### config.mk
export PLATFORM = sky130hd
export DESIGN_NAME = msx_slot_master_flat
export DESIGN_NICKNAME = d
export VERILOG_FILES = /design/src/rtl/msx_slot_master_pkg.sv /design/src/rtl/msx_slot_master_if.sv /design/src/rtl/msx_slot_master_tstate_timer.sv /design/src/rtl/msx_slot_master.sv /design/src/flat_wrapper.sv
export SDC_FILE = /design/constraint.sdc
export NUM_CORES = 1
export LEC_CHECK = 0
export BUFFER_PORTS_ARGS = -buffer_cell sky130_fd_sc_hd__buf_2
export CAP_MARGIN = 20
export CORE_UTILIZATION = 30
export CTS_CLUSTER_DIAMETER = 60
export DETAILED_ROUTE_END_ITERATION = 10
export PLACE_DENSITY = 0.61
export SYNTH_ARGS = -nofsm -noshare
export SYNTH_HDL_FRONTEND = slang
export SYNTH_SLANG_ARGS = --single-unit
### constraint.sdc
create_clock -name clk -period 5.8 [get_ports clk]
set_input_delay 0.29 -clock clk [delete_from_list [all_inputs] [get_ports clk]]
set_output_delay 0.29 -clock clk [all_outputs]
set_load 0.005 [all_outputs]
### src/rtl/msx_slot_master_pkg.sv
// ---------------------------------------------------------------------------
// msx_slot_pkg
// Shared definitions for the MSX slot bus initiator.
//   state_t        : bus-cycle FSM states (IDLE, T1, T2, TW, T3)
//   CLK_PER_T_DEF  : default clk ticks per Z80 T-state (21.47727 MHz / 6)
//   STROBE_OFS_DEF : default tick inside a T-state where strobes change
//   tick_w()       : width of the tick counter for a given CLK_PER_T
// ---------------------------------------------------------------------------
package msx_slot_pkg;

  localparam int unsigned CLK_PER_T_DEF  = 6;
  localparam int unsigned STROBE_OFS_DEF = 3;

  typedef enum logic [2:0] {
    IDLE = 3'd0,
    T1   = 3'd1,
    T2   = 3'd2,
    TW   = 3'd3,
    T3   = 3'd4
  } state_t;

  // Counter must hold 0..n-1; never narrower than one bit.
  function automatic int unsigned tick_w(input int unsigned n);
    return (n <= 2) ? 1 : $clog2(n);
  endfunction

endpackage

### src/rtl/msx_slot_master_if.sv
// ---------------------------------------------------------------------------
// msx_slot_master_if
// Groups the host request handshake and the cartridge slot bus.
//   Host side : req, ready, we, address, wdata, rdata, done (+ m1)
//   Slot side : slot_a, slot_d_out, slot_d_oe, slot_d_in, slot_nsltsl,
//               slot_nmerq, slot_nrd, slot_nwr, slot_nwait
// Modports:
//   master : the initiator (msx_slot_master)
//   slave  : the host plus cartridge that surround it
// Optional macro MSX_SLOT_MASTER_M1_WAIT_EN adds the m1 request qualifier.
//
// Handshake: a request is accepted on a rising clk edge where req and ready
// are both 1. we/address/wdata (and m1) are captured on that edge only.
// ready stays 0 until the bus cycle has finished; req seen while ready is 0
// is ignored, not queued. done pulses for one clk when the cycle ends, and
// rdata is valid from done until the next read completes.
// ---------------------------------------------------------------------------
interface msx_slot_master_if;

  logic        req;
  logic        ready;
  logic        we;
  logic [15:0] address;
  logic [7:0]  wdata;
  logic [7:0]  rdata;
  logic        done;
`ifdef MSX_SLOT_MASTER_M1_WAIT_EN
  logic        m1;
`endif

  logic [15:0] slot_a;
  logic [7:0]  slot_d_out;
  logic        slot_d_oe;
  logic [7:0]  slot_d_in;
  logic        slot_nsltsl;
  logic        slot_nmerq;
  logic        slot_nrd;
  logic        slot_nwr;
  logic        slot_nwait;

  modport master (
    input  req, we, address, wdata, slot_d_in, slot_nwait,
`ifdef MSX_SLOT_MASTER_M1_WAIT_EN
    input  m1,
`endif
    output ready, rdata, done, slot_a, slot_d_out, slot_d_oe,
           slot_nsltsl, slot_nmerq, slot_nrd, slot_nwr
  );

  modport slave (
    output req, we, address, wdata, slot_d_in, slot_nwait,
`ifdef MSX_SLOT_MASTER_M1_WAIT_EN
    output m1,
`endif
    input  ready, rdata, done, slot_a, slot_d_out, slot_d_oe,
           slot_nsltsl, slot_nmerq, slot_nrd, slot_nwr
  );

endinterface

### src/rtl/msx_slot_master_tstate_timer.sv
// ---------------------------------------------------------------------------
// msx_tstate_timer
// Tick counter k = 0..CLK_PER_T-1 inside one T-state.
//   clk, reset        : system clock, synchronous active-high reset
//   restart_i         : force k to 0 (request accepted)
//   run_i             : advance k, wrapping after CLK_PER_T-1
//   first_tick_o      : k == 0
//   strobe_tick_o     : k == STROBE_OFS-1
//   pre_last_tick_o   : k == CLK_PER_T-2
//   last_tick_o       : k == CLK_PER_T-1
// The "pre" ticks exist because every slot output is a register: to have a
// strobe visible during tick STROBE_OFS it must be loaded on the edge that
// ends tick STROBE_OFS-1. Requires 1 <= STROBE_OFS < CLK_PER_T, CLK_PER_T >= 3.
// ---------------------------------------------------------------------------
module msx_tstate_timer
  import msx_slot_pkg::*;
#(
  parameter int unsigned CLK_PER_T  = CLK_PER_T_DEF,
  parameter int unsigned STROBE_OFS = STROBE_OFS_DEF
) (
  input  logic clk,
  input  logic reset,
  input  logic restart_i,
  input  logic run_i,
  output logic first_tick_o,
  output logic strobe_tick_o,
  output logic pre_last_tick_o,
  output logic last_tick_o
);

  localparam int unsigned   KW           = tick_w(CLK_PER_T);
  localparam logic [KW-1:0] K_LAST       = KW'(CLK_PER_T - 1);
  localparam logic [KW-1:0] K_PRE_LAST   = KW'(CLK_PER_T - 2);
  localparam logic [KW-1:0] K_PRE_STROBE = KW'(STROBE_OFS - 1);

  logic [KW-1:0] k_q, k_d;

  always_comb begin
    k_d = k_q;
    if (restart_i) begin
      k_d = '0;
    end else if (run_i) begin
      k_d = (k_q == K_LAST) ? '0 : k_q + KW'(1);
    end
  end

  always_ff @(posedge clk) begin
    if (reset) begin
      k_q <= '0;
    end else begin
      k_q <= k_d;
    end
  end

  assign first_tick_o    = (k_q == '0);
  assign strobe_tick_o   = (k_q == K_PRE_STROBE);
  assign pre_last_tick_o = (k_q == K_PRE_LAST);
  assign last_tick_o     = (k_q == K_LAST);

endmodule

### src/rtl/msx_slot_master.sv
// ---------------------------------------------------------------------------
// msx_slot_master
// Z80-side MSX slot initiator: turns one accepted host request into one
// MSX memory read or write cycle (T1, T2, optional TW..., T3), each state
// CLK_PER_T clk long, with cartridge /WAIT support.
//   clk, reset : 21.47727 MHz system clock, synchronous active-high reset
//   bus        : msx_slot_master_if.master (host handshake + slot bus)
//   state_o    : current FSM state, for observation
// Optional macro MSX_SLOT_MASTER_M1_WAIT_EN: adds bus.m1; a read accepted
// with m1=1 gets one unconditional TW after T2 before /WAIT is honoured.
// A reset that interrupts a bus cycle leaves the previous rdata readable;
// a reset from IDLE (including power-up) clears it.
// ---------------------------------------------------------------------------
module msx_slot_master
  import msx_slot_pkg::*;
#(
  parameter int unsigned CLK_PER_T  = CLK_PER_T_DEF,
  parameter int unsigned STROBE_OFS = STROBE_OFS_DEF
) (
  input  logic              clk,
  input  logic              reset,
  msx_slot_master_if.master bus,
  output state_t            state_o
);

  state_t      state_q;
  logic        ready_q, done_q;
  logic [7:0]  rdata_q;
  logic [15:0] slot_a_q;
  logic [7:0]  d_out_q;
  logic        d_oe_q;
  logic        nsltsl_q, nmerq_q, nrd_q, nwr_q;
  logic        we_q;
  logic [7:0]  wdata_q;
  logic        m1_read;

  logic first_tick, strobe_tick, pre_last_tick, last_tick;
  logic accept;

  assign accept = (state_q == IDLE) && bus.req;

`ifdef MSX_SLOT_MASTER_M1_WAIT_EN
  logic m1_q;
  // m1 only matters for reads (opcode fetch); writes ignore it.
  assign m1_read = m1_q && !we_q;
`else
  assign m1_read = 1'b0;
`endif

  msx_tstate_timer #(
    .CLK_PER_T  (CLK_PER_T),
    .STROBE_OFS (STROBE_OFS)
  ) u_timer (
    .clk             (clk),
    .reset           (reset),
    .restart_i       (accept),
    .run_i           (state_q != IDLE),
    .first_tick_o    (first_tick),
    .strobe_tick_o   (strobe_tick),
    .pre_last_tick_o (pre_last_tick),
    .last_tick_o     (last_tick)
  );

  always_ff @(posedge clk) begin
    if (reset) begin
      state_q  <= IDLE;
      ready_q  <= 1'b1;
      done_q   <= 1'b0;
      slot_a_q <= '0;
      d_out_q  <= '0;
      d_oe_q   <= 1'b0;
      nsltsl_q <= 1'b1;
      nmerq_q  <= 1'b1;
      nrd_q    <= 1'b1;
      nwr_q    <= 1'b1;
      we_q     <= 1'b0;
      wdata_q  <= '0;
`ifdef MSX_SLOT_MASTER_M1_WAIT_EN
      m1_q     <= 1'b0;
`endif
      if (state_q inside {T1, T2, TW, T3}) begin
        rdata_q <= rdata_q;
      end else begin
        rdata_q <= '0;
      end
    end else begin
      done_q <= 1'b0;
      unique case (state_q)
        IDLE: begin
          if (bus.req) begin
            we_q     <= bus.we;
            wdata_q  <= bus.wdata;
            slot_a_q <= bus.address;
`ifdef MSX_SLOT_MASTER_M1_WAIT_EN
            m1_q     <= bus.m1;
`endif
            ready_q  <= 1'b0;
            state_q  <= T1;
          end
        end
        T1: begin
          if (strobe_tick) begin
            nmerq_q  <= 1'b0;
            nsltsl_q <= 1'b0;
            if (we_q) begin
              d_oe_q  <= 1'b1;
              d_out_q <= wdata_q;
            end else begin
              nrd_q <= 1'b0;
            end
          end
          if (last_tick) state_q <= T2;
        end
        T2: begin
          if (strobe_tick && we_q) nwr_q <= 1'b0;
          if (last_tick) state_q <= (m1_read || !bus.slot_nwait) ? TW : T3;
        end
        TW: begin
          if (last_tick && bus.slot_nwait) state_q <= T3;
        end
        T3: begin
          if (first_tick && !we_q) rdata_q <= bus.slot_d_in;
          if (strobe_tick) begin
            nrd_q    <= 1'b1;
            nwr_q    <= 1'b1;
            nmerq_q  <= 1'b1;
            nsltsl_q <= 1'b1;
          end
          if (pre_last_tick) begin
            done_q <= 1'b1;
            d_oe_q <= 1'b0;
          end
          if (last_tick) begin
            state_q <= IDLE;
            ready_q <= 1'b1;
          end
        end
        default: state_q <= IDLE;
      endcase
    end
  end

  assign bus.ready       = ready_q;
  assign bus.done        = done_q;
  assign bus.rdata       = rdata_q;
  assign bus.slot_a      = slot_a_q;
  assign bus.slot_d_out  = d_out_q;
  assign bus.slot_d_oe   = d_oe_q;
  assign bus.slot_nsltsl = nsltsl_q;
  assign bus.slot_nmerq  = nmerq_q;
  assign bus.slot_nrd    = nrd_q;
  assign bus.slot_nwr    = nwr_q;
  assign state_o         = state_q;

endmodule
### src/flat_wrapper.sv
// flat-port wrapper written by rule: the top's interface ports become plain ports
module msx_slot_master_flat import msx_slot_pkg::*;
#(
  parameter int unsigned CLK_PER_T  = CLK_PER_T_DEF,
  parameter int unsigned STROBE_OFS = STROBE_OFS_DEF
)
  (clk, reset, state_o, bus_req, bus_we, bus_address, bus_wdata, bus_slot_d_in, bus_slot_nwait, bus_ready, bus_rdata, bus_done, bus_slot_a, bus_slot_d_out, bus_slot_d_oe, bus_slot_nsltsl, bus_slot_nmerq, bus_slot_nrd, bus_slot_nwr);
  msx_slot_master_if bus_i ();
  input  logic clk;
  input  logic reset;
  output state_t state_o;
  input wire logic [$bits(bus_i.req)-1:0] bus_req;
  input wire logic [$bits(bus_i.we)-1:0] bus_we;
  input wire logic [$bits(bus_i.address)-1:0] bus_address;
  input wire logic [$bits(bus_i.wdata)-1:0] bus_wdata;
  input wire logic [$bits(bus_i.slot_d_in)-1:0] bus_slot_d_in;
  input wire logic [$bits(bus_i.slot_nwait)-1:0] bus_slot_nwait;
  output wire logic [$bits(bus_i.ready)-1:0] bus_ready;
  output wire logic [$bits(bus_i.rdata)-1:0] bus_rdata;
  output wire logic [$bits(bus_i.done)-1:0] bus_done;
  output wire logic [$bits(bus_i.slot_a)-1:0] bus_slot_a;
  output wire logic [$bits(bus_i.slot_d_out)-1:0] bus_slot_d_out;
  output wire logic [$bits(bus_i.slot_d_oe)-1:0] bus_slot_d_oe;
  output wire logic [$bits(bus_i.slot_nsltsl)-1:0] bus_slot_nsltsl;
  output wire logic [$bits(bus_i.slot_nmerq)-1:0] bus_slot_nmerq;
  output wire logic [$bits(bus_i.slot_nrd)-1:0] bus_slot_nrd;
  output wire logic [$bits(bus_i.slot_nwr)-1:0] bus_slot_nwr;
  assign bus_i.req = bus_req;
  assign bus_i.we = bus_we;
  assign bus_i.address = bus_address;
  assign bus_i.wdata = bus_wdata;
  assign bus_i.slot_d_in = bus_slot_d_in;
  assign bus_i.slot_nwait = bus_slot_nwait;
  assign bus_ready = bus_i.ready;
  assign bus_rdata = bus_i.rdata;
  assign bus_done = bus_i.done;
  assign bus_slot_a = bus_i.slot_a;
  assign bus_slot_d_out = bus_i.slot_d_out;
  assign bus_slot_d_oe = bus_i.slot_d_oe;
  assign bus_slot_nsltsl = bus_i.slot_nsltsl;
  assign bus_slot_nmerq = bus_i.slot_nmerq;
  assign bus_slot_nrd = bus_i.slot_nrd;
  assign bus_slot_nwr = bus_i.slot_nwr;
  msx_slot_master #(.CLK_PER_T(CLK_PER_T), .STROBE_OFS(STROBE_OFS)) u_core (.clk(clk), .reset(reset), .bus(bus_i), .state_o(state_o));
endmodule
==> results of run 1 <==
layer usage:
metal  share of wire  GRT usage
met5               0          0
met4           0.012     0.0492
met3           0.073     0.0377
met2            0.43      0.192
met1            0.48      0.164
synthesized netlist by cell type, types with 2 or more instances:
master,number
nand2_1,58
dfxtp_1,45
a21oi_1,30
nand2b_1,16
nor2b_1,11
mux2i_1,9
edfxtp_1,8
clkbuf_1,7
buf_2,6
inv_1,5
nor2_1,4
or3_1,4
buf_6,3
o21ai_0,3
nor4_1,2
o32ai_1,2
stage by stage:
step                area [um^2]   util  worst slack (ns)  instances
floorplan                  2200      -              3.88        238
global placement           2610  0.376              3.71        396
detailed placement         2610  0.376              3.64        396
CTS                        2740  0.394              3.65        404
global route               2740  0.394              3.50        404
finish                     2740  0.394              3.69        404
kinds of logic after synthesis:
family                 Yosys count  synth area share
XOR/XNOR                         1           0.00399
flip-flops                      53             0.520
AND/OR/NAND/NOR                108             0.258
buffers and inverters           23            0.0598
AO/OA/AOI/OAI                   44             0.118
multiplexers                     9            0.0410
power by group through the flow:
stage,logic (mW),clock network [mW],registers (mW)
4_1_cts,0.106,0.284,0.415
6_report,0.104,0.273,0.415
2_1_floorplan,0.0702,0,0.419
5_1_grt,0.118,0.297,0.419
3_3_place_gp,0.104,0,0.423
3_5_place_dp,0.105,0,0.423
worst paths after layout:
kind                                            from                       end  slack (ns)  cells after the start
worst min register to register  u_core.bus.slot_a[7]      u_core.bus.slot_a[7]        0.46                      2
worst min-delay path                 bus_address[15]     u_core.bus.slot_a[15]        0.21                      3
worst max-delay path               u_core.state_o[2]  u_core.bus.slot_d_out[6]        3.69                      3
worst max register to register     u_core.state_o[2]  u_core.bus.slot_d_out[6]        3.69                      3
critical path, delay by kind of cell, from the launching register on:
kind / cells / cell delay [ns]
simple gates: 2 / 1.29
flops: 1 / 0.49
mux: 1 / 0.25
sequential cells by signal, indices dropped and copies added, names as in the netlist:
signal,count
u_core.bus.ready,1
u_core.bus.slot_a,16
u_core.bus.slot_nwr,1
u_core.bus.done,1
u_core.u_timer.k_q,3
u_core.bus.slot_d_oe,1
u_core.bus.rdata,8
u_core.state_o,3
u_core.we_q,1
u_core.wdata_q,8
u_core.bus.slot_d_out,8
u_core.bus.slot_nrd,1
u_core.bus.slot_nmerq,1
layout make-up:
cell class / instances / share of cell area
timing repair buffer: 80 / 0.148
clock inverter: 2 / 0.0128
multi-input combinational: 162 / 0.337
inverter: 5 / 0.00686
sequential: 53 / 0.417
tap: 96 / 0.0439
clock buffer: 6 / 0.0343
==> metrics.yaml, run 1 <==
global_route:
  gr-total-overflow: 0
  grt_use_total: 0.125
  grt_pass1_vias: 1547
  grt_max_degree: 65
  grt_pass1_wl_um: 7370
  antenna_found_initial: 0
detailed_routing:
  drtIter0Drc: 70
  drc: 0
  viasPerCell: 4.44
  wl_um: 4620
  wl_per_cell_um: 11.4
  via_count: 1794
  postRouteAntennaNets: 0
  first_pass_iters: 4
synthesis:
  synth_cell_type_count: 41
  synth_top_flop_cell: "dfxtp_1"
  synth_top_area_frac: 0.410
  async_reset_ff_frac: 0
  synth-seq-cells: 53
  syn_inst: 238
  netlist_area_um2: 2200
  syn_area_per_cell_um2: 9.23
  yosysWarnings: 0
  synth-edff-count: 8
  ys_top_cells_by_area: "dfxtp_1 (41%), edfxtp_1 (11%), nand2_1 (9.9%)"
  ys_seq_area_frac: 0.520
  synth_nets: 275
  synth_top_area_cell: "dfxtp_1"
critical_path:
  cpPeakStageDelay_ns: 0.71
  crit_required_ns: 6.03
  crit_chain: "or4b_4, nor3_2, mux2i_1"
  start_kind: "flip-flop"
  cp_data_arrival_time_ns: 2.34
  worst_setup_path_end_kind: "flip-flop"
  critPathMaxFanout: 18
  path_class: "reg2reg"
  slowest_stage: "nor3_2"
sta:
  setup_viol: 0
  max_freq_mhz: 475
  fin_tns_setup_ns: 0
  finalCritPeriodShare: 0.363
  finalCriticalPeriod_ns: 2.11
  skew_ns: 0.00904
  tightest_slew_ns: 0.916
  slew_violations: 0
  hold_ws_ns: 0.207
  finalHoldViolations: 0
  relSlewSlack: 0.389
  grt_setup_unrepaired: "no"
status:
  status: "complete, no violations"
clocking:
  clockRootBuffer: "clkbuf_8"
  clkLatencyLatePin_ns: 0.30
  clockBufferDepth: 2
  cts_made_buffers: 5
  cts_hold_buffers: 0
  clk_pin_slew_ns: 0.10
  ctsResizeCount: 0
  cts_tree: "built"
  ctsHtreeMaxLevel: 2
  cts.sinks: 53
  post_cts_buffers: 0
floorplan:
  die_area_um2: 7670
  die_w_um: 87.6
  core_um2: 6940
  initial_core_util: 0.316
  die_y_um: 87.6
  std_cell_rows: 30
  io_pins: 79
layout:
  layout_common_cells: "buf_2 (78), nand2_1 (58), dfxtp_1 (45), a21oi_1 (30), nand2b_1 (16)"
  regArea_um2: 1140
  n_fill_cell: 719
  diodes: 0
  final_common_cell: "buf_2"
  layout-drive-gt1-share: 0.305
  area_growth_pct: 24.7
  layout.nets: 344
  multi_input_area_um2: 923
pwr:
  combPwrFrac: 0.131
  switching_power_uw: 193
  clkPwrFrac: 0.345
  swShare: 0.244
  ir_worst_vdd_mv: 0.163
  p_int_uw: 599
  powerDensity_nw_per_um2: 289
  p_leak_nw: 1.13
  p_seq_frac: 0.524
  total_power_uw: 792
placement:
  dp_hpwl_um: 3120
  port_buffers: 78
  finalWeightedCongestion: 0.788
flow_run:
  drv_cap: 0
worst_hold_path:
  min_path_type: "in2reg"
No activity file was read; power rests on OpenSTA's default activity.
==> inputs of run 2 (changes only) <==
- PLACE_DENSITY: 0.61 -> 0.63
- clock period: 5.8 -> 1.7 ns (I/O delays scaled with it)
==> metrics.yaml, run 2 (synthesis results as in run 1) <==
layout:
  final_common_cell: "buf_2"  # unchanged
  n_fill_cell: 729  # was 719
  area_growth_pct: 28.5  # was 24.7%
  diodes: 0  # unchanged
  stdcell_area_um2: 2820  # was 2740 um^2
  layout.nets: 356  # was 344
  layout_common_cells: "buf_2 (78), nand2_1 (58), dfxtp_1 (45), a21oi_1 (30), nand2b_1 (16)"  # unchanged
  layout-drive-gt1-share: 0.331  # was 0.305
  largest_reg_flops: 16  # unchanged
clocking:
  cts_tree: "built"  # unchanged
  post_cts_buffers: 0  # unchanged
  clk_pin_slew_ns: 0.09  # was 0.10 ns
  ctsResizeCount: 0  # unchanged
  ctsHtreeMaxLevel: 2  # unchanged
  clockRootBuffer: "clkbuf_8"  # unchanged
  cts_hold_buffers: 0  # unchanged
  clockBufferDepth: 2  # unchanged
  cts_made_buffers: 5  # unchanged
  clkLatencyLatePin_ns: 0.30  # about the same
  cts.sinks: 53  # unchanged
detailed_routing:
  first_pass_iters: 4  # unchanged
  wl_um: 4850  # was 4620 um
  drc: 0  # unchanged
  via_count: 1852  # was 1794
  drtIter0Drc: 58  # was 70
  viasPerCell: 4.45  # was 4.44
  postRouteAntennaNets: 0  # unchanged
  wl_per_cell_um: 11.7  # was 11.4 um
placement:
  placed_cell_area_um2: 2710  # was 2610 um^2
  port_buffers: 78  # unchanged
  finalWeightedCongestion: 0.822  # was 0.788
  dp_hpwl_um: 3510  # was 3120 um
sta:
  finalCritPeriodShare: 0.936  # was 0.363
  max_freq_mhz: 628  # was 475 MHz
  setup_viol: 0  # unchanged
  slew_violations: 0  # unchanged
  finalHoldViolations: 0  # unchanged
  relSlewSlack: 0.708  # was 0.389
  fin_tns_setup_ns: 0  # unchanged
  skew_ns: 0.00803  # was 0.00904 ns
  grt_setup_unrepaired: "no"  # unchanged
  finalCriticalPeriod_ns: 1.59  # was 2.11 ns
  tightest_slew_ns: 0.438  # was 0.916 ns
floorplan:
  die_area_um2: 7670  # unchanged
  initial_core_util: 0.316  # unchanged
  die_y_um: 87.6  # unchanged
  die_w_um: 87.6  # unchanged
  std_cell_rows: 30  # unchanged
  core_um2: 6940  # unchanged
  io_pins: 79  # unchanged
pwr:
  p_seq_frac: 0.531  # was 0.524
  combPwrFrac: 0.161  # was 0.131
  powerDensity_nw_per_um2: 931  # was 289 nW/um^2
  ir_worst_vdd_mv: 0.405  # was 0.163 mV
  p_leak_nw: 1.18  # was 1.13 nW
  switching_power_uw: 653  # was 193 uW
  swShare: 0.248  # was 0.244
  p_int_mw: 1.98  # was 599 uW
  clkPwrFrac: 0.308  # was 0.345
worst_hold_path:
  worstHoldEndpoint: "u_core.bus.slot_a[11]"  # was u_core.bus.slot_a[15]
  min_path_type: "in2reg"  # unchanged
  hold_start: "bus_address[11]"  # was bus_address[15]
  holdPathStages: 3  # unchanged
status:
  status: "complete, no violations"  # unchanged
global_route:
  grt_pass1_vias: 1710  # was 1547
  grt_use_total: 0.133  # was 0.125
  gr-total-overflow: 0  # unchanged
  grt_pass1_wl_um: 7940  # was 7370 um
  antenna_found_initial: 0  # unchanged
  grt_max_degree: 50  # was 65
critical_path:
  crit_required_ns: 1.93  # was 6.03 ns
  reg2reg_depth: 4  # was 3
  r2r_start: "u_core.u_timer.k_q[1]"  # was u_core.state_o[2]
  path_class: "reg2reg"  # unchanged
  worst_setup_path_end_kind: "flip-flop"  # unchanged
  r2r_slack_ns: 0.11  # was 3.69 ns
  cp_data_arrival_time_ns: 1.82  # was 2.34 ns
  r2r_end: "u_core.bus.slot_d_out[7]"  # was u_core.bus.slot_d_out[6]
  start_kind: "flip-flop"  # unchanged
  critPathMaxFanout: 9  # was 18
flow_run:
  drv_cap: 0  # unchanged
==> run 2: worst max-delay path, stage by stage (launching register included) <==
cell and delay (ns):
dfxtp_1 0.43, or4b_4 0.52, nor3_2 0.16, buf_4 0.21, mux2i_1 0.20
==> run 2: per-stage QoR <==
| step | cells | worst slack (ns) | power [mW] | util | hold slack, ns |
|---|---|---|---|---|---|
| 2_1_floorplan | 238 | 0.0220 | 1.68 | - | 0.221 |
| 3_3_place_gp | 408 | 0.168 | 1.85 | 0.390 | 0.326 |
| 3_5_place_dp | 408 | 0.120 | 1.85 | 0.390 | 0.332 |
| 4_1_cts | 416 | 0.0984 | 2.67 | 0.406 | 0.00115 |
| 5_1_grt | 416 | 0.0212 | 2.79 | 0.406 | 0.00418 |
| 6_report | 416 | 0.109 | 2.63 | 0.406 | 0.00960 |
==> run 2: cell type report <==
class                           count  area (um^2)  area share
Tap cell                           96          120      0.0426
Timing Repair Buffer               92          495       0.176
Clock buffer                        8          111      0.0395
Sequential cell                    53         1140       0.404
Multi-Input combinational cell    162          936       0.332
Inverter                            5         18.8     0.00665
==> run 2: worst max-delay path by stage <==
| stage | end | slack, ns | from |
|---|---|---|---|
| finish | u_core.bus.slot_d_out[7] | 0.11 | u_core.u_timer.k_q[1] |
| global route | u_core.bus.slot_d_out[7] | 0.02 | u_core.u_timer.k_q[1] |
| CTS | u_core.bus.slot_d_out[7] | 0.1 | u_core.u_timer.k_q[1] |
| detailed placement | u_core.bus.slot_d_out[7] | 0.12 | u_core.u_timer.k_q[1] |
| global placement | u_core.bus.slot_a[9] | 0.17 | u_core.state_o[1] |
| floorplan | u_core.bus.rdata[0] | 0.02 | u_core.state_o[2] |
==> run 2: power by group through the flow <==
stage / combinational, mW / clock (mW) / sequential (mW)
floorplan: 0.248 / 0 / 1.43
global placement: 0.424 / 0 / 1.42
detailed placement: 0.428 / 0 / 1.43
CTS: 0.430 / 0.847 / 1.40
global route: 0.478 / 0.902 / 1.41
finish: 0.424 / 0.809 / 1.40
==> run 2: layer usage <==
layer | GRT usage | part of all wire | vias up
met4 | 0.0402 | 0.0085 | 0
met1 | 0.176 | 0.48 | 829
met2 | 0.214 | 0.45 | 60
met5 | 0 | 0 | -
met3 | 0.0358 | 0.064 | 5
li1 | - | - | 958
==> inputs of run 3 (changes only) <==
- TNS_END_PERCENT: default -> 30
- clock period: 1.7 -> 1.4 ns (I/O delays scaled with it)
==> metrics.yaml, run 3 (synthesis results as in run 1) <==
sta:
  setup_viol: 29  # was 0
  grt_setup_unrepaired: "yes"  # was no
  slew_violations: 0  # unchanged
  tightest_slew_ns: 0.359  # was 0.438 ns
  worst_slack_ns: -0.0778  # was 0.109 ns
  relSlewSlack: 0.755  # was 0.708
  finalHoldViolations: 0  # unchanged
  finalCriticalPeriod_ns: 1.48  # was 1.59 ns
  skew_ns: 0.00872  # was 0.00803 ns
  finalCritPeriodShare: 1.06  # was 0.936
  max_freq_mhz: 677  # was 628 MHz
global_route:
  gr-total-overflow: 0  # unchanged
  grt_pass1_wl_um: 8870  # was 7940 um
  grt_use_total: 0.152  # was 0.133
  grt_max_degree: 38  # was 50
  grt_pass1_vias: 1909  # was 1710
  antenna_found_initial: 0  # unchanged
placement:
  dp_hpwl_um: 3590  # was 3510 um
  dp.cells: 419  # was 408
  port_buffers: 78  # unchanged
  placed_cell_area_um2: 2830  # was 2710 um^2
  finalWeightedCongestion: 0.781  # was 0.822
detailed_routing:
  postRouteAntennaNets: 0  # unchanged
  viasPerCell: 4.47  # was 4.45
  first_pass_iters: 4  # unchanged
  drtIter0Drc: 44  # was 58
  wl_um: 5930  # was 4850 um
  wl_per_cell_um: 13.0  # was 11.7 um
  via_count: 2042  # was 1852
  drc: 0  # unchanged
critical_path:
  critical_path_depth: 3  # was 4
  crit_buf_inv: 1  # unchanged
  critPathMaxFanout: 6  # was 9
  path_class: "reg2reg"  # unchanged
  path_delay_family: "simple AND/OR/NAND/NOR gates"  # unchanged
  start_kind: "flip-flop"  # unchanged
  cpPeakStageDelay_ns: 0.56  # was 0.52 ns
  worst_setup_path_end_kind: "flip-flop"  # unchanged
  r2r_end: "u_core.bus.ready"  # was u_core.bus.slot_d_out[7]
  slowest_stage: "or4b_1"  # was or4b_4
  r2r_start: "u_core.state_o[1]"  # was u_core.u_timer.k_q[1]
  reg2reg_depth: 3  # was 4
  r2r_slack_ns: -0.08  # was 0.11 ns
  crit_required_ns: 1.60  # was 1.93 ns
  cp_data_arrival_time_ns: 1.68  # was 1.82 ns
  crit_chain: "or4b_1, buf_4, a211o_1"  # was or4b_4, nor3_2, buf_4, mux2i_1
floorplan:
  initial_core_util: 0.316  # unchanged
  core_um2: 6940  # unchanged
  die_w_um: 87.6  # unchanged
  die_y_um: 87.6  # unchanged
  io_pins: 79  # unchanged
  std_cell_rows: 30  # unchanged
  die_area_um2: 7670  # unchanged
clocking:
  cts.sinks: 53  # unchanged
  cts_made_buffers: 5  # unchanged
  clk_pin_slew_ns: 0.09  # about the same
  ctsHtreeMaxLevel: 2  # unchanged
  clkLatencyLatePin_ns: 0.31  # was 0.30 ns
  clockRootBuffer: "clkbuf_8"  # unchanged
  clockBufferDepth: 2  # unchanged
  cts_tree: "built"  # unchanged
pwr:
  p_seq_frac: 0.508  # was 0.531
  swShare: 0.283  # was 0.248
  p_int_mw: 2.39  # was 1.98 mW
  ir_worst_vdd_mv: 0.535  # was 0.405 mV
  p_leak_nw: 1.42  # was 1.18 nW
  clkPwrFrac: 0.266  # was 0.308
  switching_power_uw: 946  # was 653 uW
  combPwrFrac: 0.225  # was 0.161
  powerDensity_nw_per_um2: 989  # was 931 nW/um^2
layout:
  layout_common_cells: "buf_2 (78), nand2_1 (54), dfxtp_1 (40), dlygate4sd3_1 (24), buf_4 (22)"  # was buf_2 (78), nand2_1 (58), dfxtp_1 (45), a21oi_1 (30), nand2b_1 (16)
  stdcell_count: 457  # was 416
  area_growth_pct: 53.7  # was 28.5%
  stdcell_area_um2: 3380  # was 2820 um^2
  largest_reg_flops: 16  # unchanged
  layout-drive-gt1-share: 0.413  # was 0.331
  n_fill_cell: 672  # was 729
  diodes: 0  # unchanged
  final_common_cell: "buf_2"  # unchanged
  layout.nets: 397  # was 356
worst_hold_path:
  worstHoldEndpoint: "u_core.bus.slot_a[11]"  # unchanged
  min_path_type: "in2reg"  # unchanged
  hold_start: "bus_address[11]"  # unchanged
  holdPathStages: 3  # unchanged
flow_run:
  drv_cap: 0  # unchanged
status:
  violations: "setup timing"
  status: "finished, violations left"  # was complete, no violations
[run 3: changes by cell type in the layout (fill, tap and decap cells not counted), moves of 2 or more]
cell / delta
nand2_1: -4
dfxtp_4: +3
a21oi_2: +10
nand2_2: +4
a21oi_1: -10
dlygate4sd3_1: +24
buf_4: +8
nor2_1: -2
buf_6: +6
dfxtp_2: +2
dfxtp_1: -5
[run 3: repair_timing]
item,in CTS,in global routing
hold buffers,24,0
pin swaps,0,2
cloned,0,3
resized for setup,15,19
endpoints found under the setup margin,46,48
endpoints found under the hold margin,24,0
setup buffers,2,1
[run 3: worst reg2reg max path, cell delays in order, from the launching register on]
cell     delay (ns)
dfxtp_4        0.37
or4b_1         0.56
buf_4          0.17
a211o_1        0.27
[run 3: how the worst max path moves through the flow]
stage                                startpoint                       end
after floorplan               u_core.state_o[2]  u_core.bus.slot_d_out[0]
after detailed placement  u_core.u_timer.k_q[1]  u_core.bus.slot_d_out[4]
final                         u_core.state_o[1]          u_core.bus.ready
after CTS                     u_core.state_o[2]  u_core.bus.slot_d_out[4]
after global placement    u_core.u_timer.k_q[1]       u_core.bus.slot_nwr
after global routing          u_core.state_o[2]  u_core.bus.slot_d_out[6]
[run 3: per-layer routing]
| metal | part of all wire | global-route usage | vias up |
|---|---|---|---|
| li1 | - | - | 1042 |
| met1 | 0.41 | 0.167 | 941 |
| met2 | 0.54 | 0.291 | 54 |
| met3 | 0.042 | 0.0386 | 5 |
| met4 | 0.0088 | 0.0358 | 0 |
| met5 | 0 | 0 | - |
[run 3: final cells by class]
| type | instances | area [um^2] | share of cell area |
|---|---|---|---|
| flip-flops and latches | 53 | 1150 | 0.342 |
| multi-input cells | 162 | 1060 | 0.314 |
| repair buffers | 133 | 933 | 0.277 |
| well taps | 96 | 120 | 0.0356 |
| clock buffers | 5 | 68.8 | 0.0204 |
| clock inverters | 3 | 21.3 | 0.00630 |
| inverters | 5 | 18.8 | 0.00556 |
[run 3: stage by stage]
| stage | util | total power [mW] | setup slack (ns) | setup TNS (ns) | hold WS, ns |
|---|---|---|---|---|---|
| 3_3_place_gp | 0.408 | 2.29 | -0.0857 | -1.10 | 0.310 |
| 3_5_place_dp | 0.408 | 2.30 | -0.111 | -2.20 | 0.316 |
| 4_1_cts | 0.465 | 3.26 | -0.0558 | -1.31 | 0.000980 |
| 5_1_grt | 0.486 | 3.51 | -0.127 | -3.54 | 0.00746 |
| 6_report | 0.486 | 3.34 | -0.0778 | -0.706 | 0.00644 |
| 2_1_floorplan | - | 2.04 | -0.0610 | -1.98 | 0.206 |
[run 3: power groups by stage]
stage                     clock network, mW  logic [mW]  registers, mW
final                                 0.889       0.752           1.70
after CTS                             0.918       0.646           1.70
after detailed placement                  0       0.573           1.73
after floorplan                           0       0.306           1.74
after global placement                    0       0.562           1.73
after global routing                  0.979       0.821           1.71
